`src/rtl/cpu16_pkg.sv`:
```
// Shared constants and types for the cpu16 front end: word width, fetch
// defaults, fetch FSM encoding and the instruction queue entry layout.
package cpu16_pkg;

    localparam int          WORD_W         = 16;
    localparam int          FETCH_DEPTH    = 4;
    localparam logic [15:0] FETCH_RESET_PC = 16'h0000;

    // Fetch FSM encoding.
    localparam logic [1:0] FETCH_IDLE = 2'd0;  // no ROM request outstanding
    localparam logic [1:0] FETCH_WAIT = 2'd1;  // one request outstanding, response wanted
    localparam logic [1:0] FETCH_DROP = 2'd2;  // one request outstanding, response discarded

    typedef logic [WORD_W-1:0] word_t;

    // Queue entry: the address a word came from, and the word itself.
    typedef struct packed {
        word_t pc;
        word_t word;
    } fetch_entry_t;

endpackage

```
`src/rtl/instr_queue.sv`:
```
// Synchronous instruction FIFO holding {pc, word} entries between the ROM
// and decode. DEPTH must be a power of two so pointers wrap naturally.
module instr_queue
    import cpu16_pkg::*;
#(
    parameter int DEPTH = FETCH_DEPTH
) (
    input  logic                   clk,
    input  logic                   rst_n,
    input  logic                   push,
    input  fetch_entry_t           push_data,
    input  logic                   pop,
    input  logic                   flush,
    output fetch_entry_t           head_data,
    output logic [$clog2(DEPTH):0] count,
    output logic                   full,
    output logic                   empty
);

    localparam int             PTR_W   = $clog2(DEPTH);
    localparam logic [PTR_W:0] CNT_MAX = (PTR_W + 1)'(DEPTH);

    fetch_entry_t     mem [DEPTH];
    logic [PTR_W-1:0] wr_ptr;
    logic [PTR_W-1:0] rd_ptr;
    logic             do_push;
    logic             do_pop;

    assign full      = (count == CNT_MAX);
    assign empty     = (count == '0);
    assign do_push   = push && !full && !flush;
    assign do_pop    = pop && !empty && !flush;
    assign head_data = mem[rd_ptr];

    // Pointer and occupancy bookkeeping; flush empties the queue in one cycle.
    // NOTE: sequential state uses non-blocking assignments so every register samples pre-edge values.
    always_ff @(posedge clk or negedge rst_n) begin
        if (!rst_n) begin
            wr_ptr <= '0;
            rd_ptr <= '0;
            count  <= '0;
        end else if (flush) begin
            wr_ptr <= '0;
            rd_ptr <= '0;
            count  <= '0;
        end else begin
            if (do_push) wr_ptr <= wr_ptr + 1'b1;
            if (do_pop)  rd_ptr <= rd_ptr + 1'b1;
            if (do_push && !do_pop)      count <= count + 1'b1;
            else if (do_pop && !do_push) count <= count - 1'b1;
        end
    end

    // Entry storage write port.
    // NOTE: storage has no reset; count and pointers alone decide which entries are meaningful.
    always_ff @(posedge clk) begin
        if (do_push) mem[wr_ptr] <= push_data;
    end

endmodule

```
`src/rtl/fetch_unit.sv`:
```
// Instruction fetch unit: issues one ROM request at a time, tags each
// returned word with its address, buffers it in instr_queue and hands it to
// decode. A redirect flushes the queue and discards any in-flight response.
module fetch_unit
    import cpu16_pkg::*;
#(
    parameter int          DEPTH    = FETCH_DEPTH,
    parameter logic [15:0] RESET_PC = FETCH_RESET_PC
) (
    input  logic        clk,
    input  logic        reset,
    output logic        rom_req,
    output logic [15:0] rom_addr,
    input  logic        rom_valid,
    input  logic [15:0] rom_data,
    input  logic        redirect,
    input  logic [15:0] redirect_pc,
    output logic        instr_valid,
    output logic [15:0] instr,
    output logic [15:0] instr_pc,
    input  logic        instr_ready
);

    localparam int               CNT_W   = $clog2(DEPTH) + 1;
    localparam logic [CNT_W-1:0] DEPTH_C = CNT_W'(DEPTH);

    logic [1:0]       state;
    logic [1:0]       state_nxt;
    word_t            fetch_pc;
    word_t            req_pc;
    logic             issue;
    logic             push;
    logic             pop;
    logic [CNT_W-1:0] q_count;
    logic             q_full;
    logic             q_empty;
    fetch_entry_t     head;
    fetch_entry_t     push_entry;

    // Redirect wins over everything: no issue, no push, no pop in that cycle.
    assign issue      = (state == FETCH_IDLE) && !redirect && (q_count < DEPTH_C);
    assign push       = (state == FETCH_WAIT) && rom_valid && !redirect && !q_full;
    assign pop        = instr_valid && instr_ready && !redirect;
    assign push_entry = '{pc: req_pc, word: rom_data};

    // The request address register doubles as the tag for the returning word.
    assign rom_addr    = req_pc;
    assign instr_valid = !q_empty;
    assign instr       = instr_valid ? head.word : '0;
    assign instr_pc    = instr_valid ? head.pc   : '0;

    // Next state: a pending response is either accepted or, after a redirect, dropped.
    // NOTE: every always_comb output gets a default first so no path can infer a latch.
    always_comb begin
        state_nxt = state;
        case (state)
            FETCH_IDLE: if (issue) state_nxt = FETCH_WAIT;
            FETCH_WAIT: begin
                if (rom_valid)     state_nxt = FETCH_IDLE;
                else if (redirect) state_nxt = FETCH_DROP;
            end
            FETCH_DROP: if (rom_valid) state_nxt = FETCH_IDLE;
            default:    state_nxt = FETCH_IDLE;
        endcase
    end

    // FSM, fetch PC, request pulse and request tag registers.
    always_ff @(posedge clk or negedge reset) begin
        if (!reset) begin
            state    <= FETCH_IDLE;
            fetch_pc <= RESET_PC;
            req_pc   <= '0;
            rom_req  <= 1'b0;
        end else begin
            state   <= state_nxt;
            rom_req <= issue;
            if (redirect)   fetch_pc <= redirect_pc;
            else if (issue) fetch_pc <= fetch_pc + 16'd1;
            if (issue) req_pc <= fetch_pc;
        end
    end

    instr_queue #(
        .DEPTH(DEPTH)
    ) u_queue (
        .clk      (clk),
        .rst_n    (reset),
        .push     (push),
        .push_data(push_entry),
        .pop      (pop),
        .flush    (redirect),
        .head_data(head),
        .count    (q_count),
        .full     (q_full),
        .empty    (q_empty)
    );

endmodule

```
`config.mk`:
```
export PLATFORM = sky130hd
export DESIGN_NAME = fetch_unit
export DESIGN_NICKNAME = d
export VERILOG_FILES = /design/src/rtl/cpu16_pkg.sv /design/src/rtl/instr_queue.sv /design/src/rtl/fetch_unit.sv
export SDC_FILE = /design/constraint.sdc
export NUM_CORES = 1
export LEC_CHECK = 0
export CORE_MARGIN = 8
export CORE_UTILIZATION = 50
export DETAILED_ROUTE_END_ITERATION = 7
export GPL_TIMING_DRIVEN = 0
export PLACE_DENSITY = 0.73
export SETUP_SLACK_MARGIN = 0.1
export SLEW_MARGIN = 5
export SYNTH_ARGS = -nofsm -noshare
export SYNTH_HDL_FRONTEND = slang
export SYNTH_SLANG_ARGS = --single-unit
```
`constraint.sdc`:
```
create_clock -name clk -period 2.95 [get_ports clk]
set_input_delay 0.59 -clock clk [delete_from_list [all_inputs] [get_ports clk]]
set_output_delay 0.59 -clock clk [all_outputs]
set_load 0.01 [all_outputs]
```
==> flow_summary.ini <==
[worst_setup_path]
cp-end-kind = primary output
worstSetupStartpointType = flip-flop
crit_family = buffers and inverters
cpPeakStageDelay_ps = 390
cp_slowest_cell = or3_4
arrival_ps = 2200
required_ps = 2360
crit_buf_inv = 4
worstSetupPathType = reg2out
critPathMaxFanout = 10
path_cells = buf_2 > or3_4 > clkbuf_8 > clkbuf_4 > and2_1 > dlygate4sd2_1

[floorplan]
die-width_um = 133.7
rows = 43
dieArea_um2 = 17870
initial_utilization = 0.5046
core_region_area_um2 = 13720
io-pin-count = 87
die_h_um = 133.7

[sta]
tightest_slew_ps = 531.8
setup_viol = 0
rsz0062_at_grt = no
setup_ws_ps = 163.9
clock_skew_ps = 11.12
min_period_ps = 2786
fin_tns_setup_ps = 0
slew_headroom = 0.6435
drv_slew = 0
timing.hold.ws_ps = 32.73
hold_viol_final = 0
period_share = 0.9444
max_clock_freq_mhz = 358.9

[placed_design]
finalWeightedCongestion = 0.8092
place_inst = 673
port_buffers = 85
dpl_cell_area_um2 = 8122
dp_worst_setup_slack_ps = -137.3
dp_hpwl_mm = 9.497

[routing]
wl_per_cell_um = 19.59
viasPerCell = 5.440
vias = 3835
drt_iter0_drc = 262
wl_mm = 13.81
ant_nets = 0
drc = 0
drt_pass1_iterations = 7

[cells_and_area]
final_net_count = 555
finalNonFillerCells = 705
regArea_um2 = 4896
drive_gt1_frac = 0.2133
final_common_cell = edfxtp_1
fin_util = 0.6364
n_fill_cell = 986
multi_input_comb_area_um2 = 1919
fin_area_um2 = 8731
diodes = 0
mostFrequentLayoutCells = edfxtp_1, clkdlybuf4s50_1, dfrtp_1
area_growth_pct = 26.12

[yosys]
avgSynthCellArea_um2 = 17.18
syn_nets = 446
synth_edf_count = 128
synth-seq-area-share = 0.7070
syn-instance-count = 403
ys.flop_type = edfxtp_1
async_flop_share = 0.2471
ys_ff_latch = 170
synth_area_um2 = 6923
ys_types = 39
ys.warnings.count = 0

[clocking]
h-tree-depth = 4
numCtsBuffers = 17
clk_pin_slew_worst_paths_ps = 60
cts_tree = yes
clkSinkCount = 170
clock-root-buffer = clkbuf_16
clockBufferDepth = 2
clk_latency_ps = 410

[power]
switching_share = 0.2786
p_total_mw = 7.419
p_int_mw = 5.353
clkPwrFrac = 0.285
vdd_drop_max_mv = 0.4419
combPwrFrac = 0.282
sequentialPowerShare = 0.433
power_density_nw_per_um2 = 849.8
p_leak_nw = 3.122
power_switching_mw = 2.067

[grt]
antenna_found_initial = 0
first_global_vias = 4226
grt_use_total = 0.1603
grt_pass1_wl_mm = 22.16
grt_start_max_net_pins = 35
grt_remaining_overflow = 0

[min_path]
hold_class = in2async

[job]
cap_violations = 0

[status]
status = completed
-- per-layer routing --
layer	wire length [um]	GRT usage	up-vias	part of all wire
li1	-	-	1760	-
met3	702	0.04895	16	0.051
met4	180	0.05365	0	0.013
met2	7041	0.2728	107	0.51
met1	5889	0.1900	1952	0.43
met5	0	0	-	0
-- logic make-up (layout without fill, tap and decap cells) --
group,after synthesis,count (layout),share of synthesized area
mux,53,53,0.1379
buf+inv,28,150,0.01717
flops,170,170,0.7070
simple gates,105,105,0.08531
compound gates,28,28,0.02422
fa+ha+maj,6,6,0.01193
xor+xnor,13,13,0.01645
-- state kept, by name, indices dropped and copies added, names as in the netlist --
register and flops:
state 2, u_queue.wr_ptr 2, u_queue.count 3, u_queue.mem 128, rom_req 1, u_queue.rd_ptr 2
fetch_pc 16, rom_addr 16
-- final timing paths --
| check | startpoint | end | slack [ps] | cells past startpoint |
|---|---|---|---|---|
| hold reg to reg | rom_addr[12] | u_queue.mem[0][28] | 560 | 0 |
| setup / recovery | u_queue.count[2] | instr_pc[7] | 160 | 6 |
| hold / removal | reset | fetch_pc[3] | 30 | 1 |
| setup reg to reg | u_queue.count[2] | u_queue.count[2] | 510 | 9 |
| min in group clk | rom_addr[12] | u_queue.mem[0][28] | 560 | 0 |
| max in group asynchronous | reset | u_queue.rd_ptr[0] | 2440 | 2 |
-- area by class of cell --
class	count	share of cell area
plain buffers	19	0.01605
clock buffers	23	0.05589
clock inverters	9	0.009888
inverters	7	0.003009
multi-input cells	205	0.2198
flip-flops and latches	170	0.5608
well taps	180	0.02580
repair buffers	92	0.1088
-- Yosys cell counts (2+ instances only) --
cell,count,area share
edfxtp_1,128,0.56
dfrtp_1,42,0.15
and2_1,37,0.033
mux4_2,32,0.10
mux2_2,19,0.031
nand2_1,16,0.0087
nor2_1,15,0.0081
clkbuf_1,14,0.0076
o21ai_0,14,0.010
xnor2_1,7,0.0089
a31oi_1,6,0.0054
inv_1,6,0.0033
nand3_1,6,0.0043
nand4_1,6,0.0054
or3_1,6,0.0054
xor2_1,6,0.0076
buf_2,5,0.0036
ha_1,5,0.0090
nor3_1,4,0.0029
o31ai_1,4,0.0043
or4_1,3,0.0033
buf_4,2,0.0022
mux2i_1,2,0.0029
nor2b_1,2,0.0018
nor4_1,2,0.0018
-- power groups by stage --
stage | Clock, mW | Combinational (mW) | Sequential (mW)
2_1_floorplan | 0 | 1.13 | 3.20
3_3_place_gp | 0 | 2.12 | 3.21
3_5_place_dp | 0 | 2.17 | 3.24
4_1_cts | 2.15 | 2.14 | 3.21
5_1_grt | 2.24 | 2.27 | 3.25
6_report | 2.11 | 2.09 | 3.21
-- worst reg2reg max path: cells and delay by family (launching register included) --
family                     cells  cell delay, ps
and+or+nand+nor                4             850
adders and majority gates      1             420
buffers and inverters          2             370
AOI/OAI and AO/OA              2             370
DFF                            1             340
-- what timing repair did --
action	CTS	global route
gates resized for setup	51	2
hold buffers	0	0
buffers inserted	2	0
setup endpoints to repair	33	6
No activity file was read; power rests on OpenSTA's default activity.
